File: src/rtl/cipher_pkg.sv
// Shared types and constants for the cipher ingress block.
package cipher_pkg;

  typedef enum logic [1:0] {IDLE, LOAD, RUN} state_e;

  localparam logic [7:0] CIPHER_SEED_INIT = 8'hCD;

  typedef struct packed {
    logic       last;
    logic [7:0] data;
  } fifo_word_t;

endpackage

File: src/rtl/cipher_ingress_byte_fifo.sv
// 9-bit synchronous FIFO (byte + last flag); first-word fall-through read port.
module byte_fifo
  import cipher_pkg::*;
#(
  parameter  int DEPTH = 8,
  localparam int AW    = $clog2(DEPTH)
) (
  input  logic        clk,
  input  logic        rst_n,
  input  logic        push_i,
  input  fifo_word_t  wdata_i,
  input  logic        pop_i,
  output fifo_word_t  rdata_o,
  output logic        full_o,
  output logic        empty_o,
  output logic [AW:0] count_o
);

  localparam logic [AW:0] FULL_CNT = (AW+1)'(DEPTH);

  fifo_word_t    mem_q [DEPTH];
  logic [AW-1:0] wptr_q, rptr_q;
  logic [AW:0]   count_q;

  always_ff @(posedge clk) begin
    if (push_i) mem_q[wptr_q] <= wdata_i;
  end

  always_ff @(posedge clk) begin
    if (!rst_n) begin
      wptr_q  <= '0;
      rptr_q  <= '0;
      count_q <= '0;
    end else begin
      if (push_i) wptr_q <= wptr_q + AW'(1);
      if (pop_i)  rptr_q <= rptr_q + AW'(1);
      case ({push_i, pop_i})
        2'b10:   count_q <= count_q + (AW+1)'(1);
        2'b01:   count_q <= count_q - (AW+1)'(1);
        default: count_q <= count_q;
      endcase
    end
  end

  assign rdata_o = mem_q[rptr_q];
  assign full_o  = (count_q == FULL_CNT);
  assign empty_o = (count_q == '0);
  assign count_o = count_q;

endmodule

File: src/rtl/cipher_ingress.sv
// Byte-stream feeder for the 8-bit stream cipher: FIFO, per-frame seed loads, tap strobe.
// Define CIPHER_INGRESS_RESEED_EN to reload the seed register at every frame start.
module cipher_ingress
  import cipher_pkg::*;
#(
  parameter int         DEPTH     = 8,
  parameter logic [7:0] SEED_INIT = CIPHER_SEED_INIT
) (
  input  logic       clk,
  input  logic       rst_n,
  input  logic       s_valid,
  output logic       s_ready,
  input  logic [7:0] s_data,
  input  logic       s_last,
  input  logic       cfg_seed_valid,
  output logic       cfg_seed_ready,
  input  logic [7:0] cfg_seed,
  input  logic       m_stall,
  output logic       load_seed,
  output logic [7:0] seed_in,
  output logic       encrypt_en,
  output logic [7:0] data_in,
  output logic       tap_valid,
  output logic       tap_last,
  output logic [7:0] frame_cnt
);

  localparam int AW = $clog2(DEPTH);

`ifdef CIPHER_INGRESS_RESEED_EN
  localparam logic RESEED = 1'b1;
`else
  localparam logic RESEED = 1'b0;
`endif

  state_e      state_q, state_d;
  logic        pending_q, pending_d;
  logic [7:0]  seed_q, seed_d;
  logic        load_q, enc_q, lst_q;
  logic [7:0]  seed_in_q, data_q, frame_q;
  logic [1:0]  tap_vld_q, tap_lst_q;

  logic        push, pop, seed_acc;
  logic        fifo_full, fifo_empty;
  logic [AW:0] fifo_cnt;
  fifo_word_t  wword, rword;

  assign push     = s_valid & ~fifo_full;
  assign wword    = '{last: s_last, data: s_data};
  assign seed_acc = cfg_seed_valid & ~pending_q;

  byte_fifo #(.DEPTH(DEPTH)) u_fifo (
    .clk     (clk),
    .rst_n   (rst_n),
    .push_i  (push),
    .wdata_i (wword),
    .pop_i   (pop),
    .rdata_o (rword),
    .full_o  (fifo_full),
    .empty_o (fifo_empty),
    .count_o (fifo_cnt)
  );

  always_comb begin
    state_d = state_q;
    pop     = 1'b0;
    case (state_q)
      IDLE: if (fifo_cnt != '0) state_d = (pending_q | RESEED) ? LOAD : RUN;
      LOAD: state_d = RUN;
      RUN: begin
        if (!fifo_empty && !m_stall) begin
          pop = 1'b1;
          if (rword.last) state_d = IDLE;
        end
      end
      default: state_d = IDLE;
    endcase
  end

  // A seed accepted during LOAD stays pending so it is applied at the next frame.
  always_comb begin
    seed_d    = seed_acc ? cfg_seed : seed_q;
    pending_d = pending_q;
    if (state_q == LOAD) pending_d = 1'b0;
    if (seed_acc)        pending_d = 1'b1;
  end

  always_ff @(posedge clk) begin
    if (!rst_n) begin
      state_q   <= IDLE;
      pending_q <= 1'b0;
      seed_q    <= SEED_INIT;
      load_q    <= 1'b0;
      seed_in_q <= '0;
      enc_q     <= 1'b0;
      data_q    <= '0;
      lst_q     <= 1'b0;
      tap_vld_q <= '0;
      tap_lst_q <= '0;
      frame_q   <= '0;
    end else begin
      state_q   <= state_d;
      pending_q <= pending_d;
      seed_q    <= seed_d;
      load_q    <= (state_d == LOAD);
      if (state_d == LOAD) seed_in_q <= seed_d;
      enc_q     <= pop;
      if (pop) data_q <= rword.data;
      lst_q     <= pop & rword.last;
      tap_vld_q <= {tap_vld_q[0], enc_q};
      tap_lst_q <= {tap_lst_q[0], lst_q};
      if (pop && rword.last) frame_q <= frame_q + 8'd1;
    end
  end

  assign s_ready        = ~fifo_full;
  assign cfg_seed_ready = ~pending_q;
  assign load_seed      = load_q;
  assign seed_in        = seed_in_q;
  assign encrypt_en     = enc_q;
  assign data_in        = data_q;
  assign tap_valid      = tap_vld_q[1];
  assign tap_last       = tap_lst_q[1];
  assign frame_cnt      = frame_q;

endmodule
File: config.mk
export PLATFORM = sky130hd
export DESIGN_NAME = cipher_ingress
export DESIGN_NICKNAME = d
export VERILOG_FILES = /design/src/rtl/cipher_pkg.sv /design/src/rtl/cipher_ingress_byte_fifo.sv /design/src/rtl/cipher_ingress.sv
export SDC_FILE = /design/constraint.sdc
export NUM_CORES = 1
export LEC_CHECK = 0
export ABC_AREA = 1
export CAP_MARGIN = 20
export CORE_MARGIN = 2
export CORE_UTILIZATION = 51
export CTS_CLUSTER_DIAMETER = 30
export DETAILED_ROUTE_END_ITERATION = 10
export PLACE_DENSITY = 0.77
export SLEW_MARGIN = 40
export SYNTH_ARGS = -nofsm -noshare
export SYNTH_HDL_FRONTEND = slang
export SYNTH_SLANG_ARGS = --single-unit
File: constraint.sdc
create_clock -name clk -period 1.7 [get_ports clk]
set_input_delay 0.34 -clock clk [delete_from_list [all_inputs] [get_ports clk]]
set_output_delay 0.34 -clock clk [all_outputs]
set_load 0.05 [all_outputs]
; ---- Yosys cells after proc, flatten, opt, wreduce, memory -nomap -nowiden
; Memories as Yosys holds them, arrays and structs flattened. A register that Yosys moved wholly into a read port is not among the register bits.
; Index checks and enable logic that the tools add are counted.
; Widths: inputs -> output; s select.
[classes]
n_eq_ne = 6
n_div = 0
n_bitwise = 5
n_shift = 0
muxes = 15
reduce_logical = 9
multipliers = 0
magnitude_cmp = 0
addsub = 5
[ops]
columns = cell, count
row1 = $add 8x1->8 const B, 1
row2 = $mux 2, 4
row3 = $mux 8, 1
row4 = $pmux 4 s2, 1
row5 = $add 3x1->3 const B, 2
row6 = $eq 2x1->1 const B, 3
row7 = $mux 1, 6
row8 = $mux 3, 2
row9 = $pmux 2 s3, 1
row10 = $add 4x1->4 const B, 1
row11 = $eq 2x2->1 const B, 2
row12 = $eq 4x4->1 const B, 1
row13 = $logic_not 4->1, 1
row14 = $reduce_bool 2->1, 2
row15 = $reduce_bool 4->1, 1
row16 = $sub 4x1->4 const B, 1
row17 = $and 1x1->1, 3
row18 = $logic_and 1x1->1, 2
row19 = $logic_not 1->1, 2
row20 = $logic_not 2->1, 1
row21 = $not 1->1, 2
[word_totals]
mem_bits_ro = 0
latch_bits = 0
out_inout_bits = 30
regBits = 52
elab_cells = 55
memories = 1
ramBits = 72
[mem_list]
columns = name, depth, word_bits, read_ports, rd_clocked_by_memory_dff, write_ports, line_no
row1 = u_fifo.mem_q, 8, 9, 1, 1, 1, cipher_ingress_byte_fifo.sv:21  ; fifo_word_t mem_q [DEPTH];

; ---- Logic depth before layout (Yosys ltp)
[depth]
word_depth = 7
depth_mapped = 15
mapped_depth_nobuf = 13

; ---- By module
; From an unflattened synthesis, not the netlist that was laid out.
[unflattened]
cells_unflattened = 515
area_unflattened_um2 = 5186.2
[modules_own_cells]
columns = module, n_inst, seq_area_each_um2, area_each_um2, cells_each
row1 = byte_fifo, 1, 2422.3, 3520.9, 291
row2 = cipher_ingress, 1, 840.8, 1665.3, 224

; ---- Worst setup path after synthesis
; Ideal clock, no wire load.
[synth_path]
kind = reg-to-reg
start = reg u_fifo.count_q[0], in the netlist u_fifo.count_o[0]
end = mem u_fifo.mem_q[0][0] (netlist name) (enable)
path_buffers = 0
arrival_time_ps = 1679
path_stages_with_launch = 7
slack_ps = -353
required_ps = 1326
period_less_slack_ps = 2053
cell_sequence = dfxtp_1 nor2_2 nand2_1 nand2_2 inv_1 nand2_1 nor2_1
[synth_between]
elab_chain_cells = 5
[synth_rtl]
columns = item, line_no
row1 = start: declaration, cipher_ingress_byte_fifo.sv:23  ; logic [AW:0] count_q;
row2 = start signal: assignment, cipher_ingress_byte_fifo.sv:38  ; 2'b10: count_q <= count_q + (AW+1)'(1);
row3 = start signal: assignment, cipher_ingress_byte_fifo.sv:39  ; 2'b01: count_q <= count_q - (AW+1)'(1);
row4 = start signal: assignment, cipher_ingress_byte_fifo.sv:40  ; default: count_q <= count_q;
row5 = $eq 4x4->1, cipher_ingress_byte_fifo.sv:46  ; assign full_o = (count_q == FULL_CNT);
row6 = $not 1->1, --
row7 = via s_ready, cipher_ingress.sv:12  ; output logic s_ready,
row8 = $and 1x1->1, cipher_ingress.sv:48  ; assign push = s_valid & ~fifo_full;
row9 = $mux 1, cipher_ingress_byte_fifo.sv:26  ; if (push_i) mem_q[wptr_q] <= wdata_i;
row10 = $mux 1 (not written as such), cipher_ingress_byte_fifo.sv:26
row11 = end: declaration, cipher_ingress_byte_fifo.sv:21
; The timed path passes the listed nets, and every way through them passes these cells.

; ---- Final worst setup path
[layout_path]
start = reg u_fifo.count_q[0], in the netlist u_fifo.count_o[0]
end = reg u_fifo.count_q[1], in the netlist u_fifo.count_o[1]
[layout_between]
elab_chain_cells = 7
word_cells_on_any_way = 14
[layout_rtl]
columns = item, line_no
row1 = $logic_not 4->1, cipher_ingress_byte_fifo.sv:47  ; assign empty_o = (count_q == '0);
row2 = $logic_not 1->1, cipher_ingress.sv:71  ; if (!fifo_empty && !m_stall) begin
row3 = $logic_and 1x1->1, cipher_ingress.sv:71
row4 = $mux 1, cipher_ingress.sv:71
row5 = $mux 1, cipher_ingress.sv:67  ; case (state_q)
row6 = $eq 2x1->1 or $eq 2x2->1 (tied branches), cipher_ingress_byte_fifo.sv:37  ; case ({push_i, pop_i})
row7 = $pmux 4 s2 or $reduce_bool 2->1 (tied branches), --
; Parallel ways exist; a longest one is shown, timed or not.
; A chain may end at the register's enable or synchronous reset.

==> impl_metrics.tcl <==
set metrics [dict create \
    num_vias 3873 \
    yosysTopAreaCellShare_pct 42.6 \
    routed_wl_mm 12.1 \
    ys_ff_latch 127 \
    postSynthCellCount 490 \
    routedWlPerCell_um 17.0 \
    cp_cell_sequence "nor2_4 > nand2_2 > nand2_4 > ha_4 > xor2_2 > ha_2 > o21ai_1 > nor2_1" \
    cts-hold-fix-buffers 0 \
    instances_no_fill 714 \
    ys.flop_type "edfxtp_1" \
    power.leakage_uw 0.00253 \
    setup_ws_ns -0.00354 \
    fin_area_um2 6540 \
    grt_max_degree 27 \
    tritoncts "yes" \
    timing.fmax_ghz 0.587 \
    dpl_cell_area_um2 5870 \
    initial_core_util_pct 52.2 \
    layout-drive-gt1-share_pct 21.7 \
    worst_setup_path_startpoint "u_fifo.count_o[0]" \
    fin_crit_sh_pct 100 \
    grt_usage_pct 22.8 \
    synthTopCellsByCount "92 x nor2_1, 72 x edfxtp_1, 62 x nand2_1" \
    nFillCells 724 \
    dr_wl_met2_mm 6.31 \
    core.rowCount 36 \
    grt_pass1_wl_mm 18.8 \
    slew_violations 0 \
    top_layer_used "met4" \
    fin_skew_ns 0.00562 \
    worstSetupPathType "flop to flop" \
    end_kind "flop" \
    port_buffers 51 \
    synthTopCellsByArea "edfxtp_1 43%, dfxtp_1 22%, nor2_1 6.8%" \
    ys.warnings.count 0 \
    r2r-end "u_fifo.count_o[1]" \
    status "finished, violations left" \
    die_w_um 104 \
    finalHoldViolations 0 \
    ir_drop_v 0.000757 \
    area_growth_syn_to_layout_pct 28.9 \
    maxCapViolations 0 \
    die_area_um2 10800 \
    gr-total-overflow 0 \
    ioPinCount 52 \
    min_from "tap_vld_q[0]" \
    cp.arrival_ns 2.10 \
    place_ws_ns -0.267 \
    viasPerCell 5.42 \
    yosysTopAreaCell "edfxtp_1" \
    slew_headroom_pct 69.0 \
    hold_class "flop to flop" \
    rsz0062_at_grt "true" \
    setup_viol 1 \
    die_h_um 104 \
    synth_edf_count 72 \
    cp_max_fo 3 \
    cts_buffers 17 \
    r2r_start "u_fifo.count_o[0]" \
    gp_congestion 0.907 \
    synthArstFlopShare_pct 0 \
    dp.cells 679 \
    first_pass_iters 5 \
    htreeDepth 4 \
    synth_area_per_cell_um2 10.4 \
    slowest_stage "dfxtp_4" \
    dp_hpwl_mm 7.92 \
    violations "setup timing" \
    netlist_area_um2 5080 \
    drc_errors 0 \
    wl_met1_mm 4.80 \
    syn-num-nets 517 \
    diodes 0 \
    period_minus_slack_ns 1.70 \
    critPathLaunchType "flop" \
    postLayoutCoreUtil_pct 67.3 \
    hold-path-endpoint "tap_vld_q[1]" \
    ant_nets 0 \
    hold_depth 2 \
    yosysMostFrequentCell "nor2_1" \
    holdWs_ns 0.418 \
    critical_path.max_stage_delay_ns 0.35 \
    cp.required_ns 2.10 \
    power_density_nw_per_um2 1280 \
    clock_sinks 127 \
    antenna_found_initial 0 \
    final_nets 595 \
    clkSlewWorstSetupHoldPaths_ns 0.06 \
    grt_pass1_vias 3818 \
    met3_wirelength_um 712 \
    clk_latency_ns 0.51 \
    drt-initial-drc-count 290 \
    ys_types 31 \
    core_um2 9730 \
    regToRegSetupSlack_ns -0.004 \
    seq_area_frac_synth_pct 64.3 \
    clockBufferDepth 2 \
    tightestPinTransition_ns 0.463 \
    cts-root-buf "clkbuf_8" \
    reg2reg_depth 8 \
]
## logic make-up after synthesis
group	count (synthesis)	synth area share, %
AOI/OAI and AO/OA	90	10.1
xor gates and xnor gates	10	1.73
adders and majority gates	5	1.23
buffers and inverters	56	5.25
DFF	127	64.3
muxes	8	1.58
and+or+nand+nor	194	15.9
## layout by cell type (no fill, tap or decap), types with 21 or more instances in the layout
cell / count
a21oi_1: 25
clkdlybuf4s50_1: 21
nand2_1: 58
nand3_1: 27
o21ai_0: 38
dfxtp_1: 50
nor2_1: 83
edfxtp_1: 72
buf_4: 53
inv_1: 28
## worst max-delay path by stage
stage                     slack (ns)                 to  depth (start not counted)
after detailed placement       -0.27  u_fifo.count_o[3]                         11
after floorplan                -0.12  u_fifo.count_o[2]                         15
after CTS                       0.02  u_fifo.count_o[3]                         10
after global placement         -0.25  u_fifo.count_o[2]                         13
after global routing           -0.08  u_fifo.count_o[2]                         13
final                         -0.004  u_fifo.count_o[1]                          8
## state kept, by name, summed over array words and instances, names as in the netlist, 2 cells and up, named ones only
register,flops
u_fifo.mem_q,72
data_in,8
frame_cnt,8
seed_in,8
seed_q,8
u_fifo.count_o,4
u_fifo.rptr_q,3
u_fifo.wptr_q,3
state_q,2
tap_lst_q,2
tap_vld_q,2
## layer usage
metal	vias up	GRT usage, %
li1	1828	-
met1	1879	26.3
met2	142	40.6
met3	24	5.85
met4	0	8.98
met5	-	0
## repair_timing
action | CTS | global route
resized for setup | 2 | 21
setup endpoints to repair | 3 | 78
pin swaps | 0 | 7
buffers inserted | 0 | 3
## layout make-up
class	count	area, um2	share of cell area (%)
flip-flops and latches	127	3280	50.2
clock buffers	18	418	6.39
repair buffers	80	728	11.1
multi-input cells	307	1650	25.2
inverters	35	134	2.05
well taps	133	166	2.54
clock inverters	14	166	2.54
## power breakdown
| group | internal, uW | leakage (uW) | switching, uW |
|---|---|---|---|
| Clock | 2230 | 0.000279 | 1320 |
| Sequential | 3420 | 0.00111 | 96.7 |
| Combinational | 458 | 0.00115 | 846 |
## worst max-delay path, delay by kind of cell (launching register included)
family | cells | cell delay [ns]
AO/OA/AOI/OAI | 1 | 0.14
XOR/XNOR | 1 | 0.19
adder cells (fa/ha/maj) | 2 | 0.47
flip-flops | 1 | 0.35
AND/OR/NAND/NOR | 4 | 0.44
## stage by stage
stage          setup TNS (ns)  power (uW)
6_report             -0.00354        8360
5_1_grt                -0.196        8660
4_1_cts                     0        8310
3_5_place_dp           -13.97        4780
3_3_place_gp           -11.70        4750
2_1_floorplan           -2.35        4390
Power figures use the tool's default switching activity.
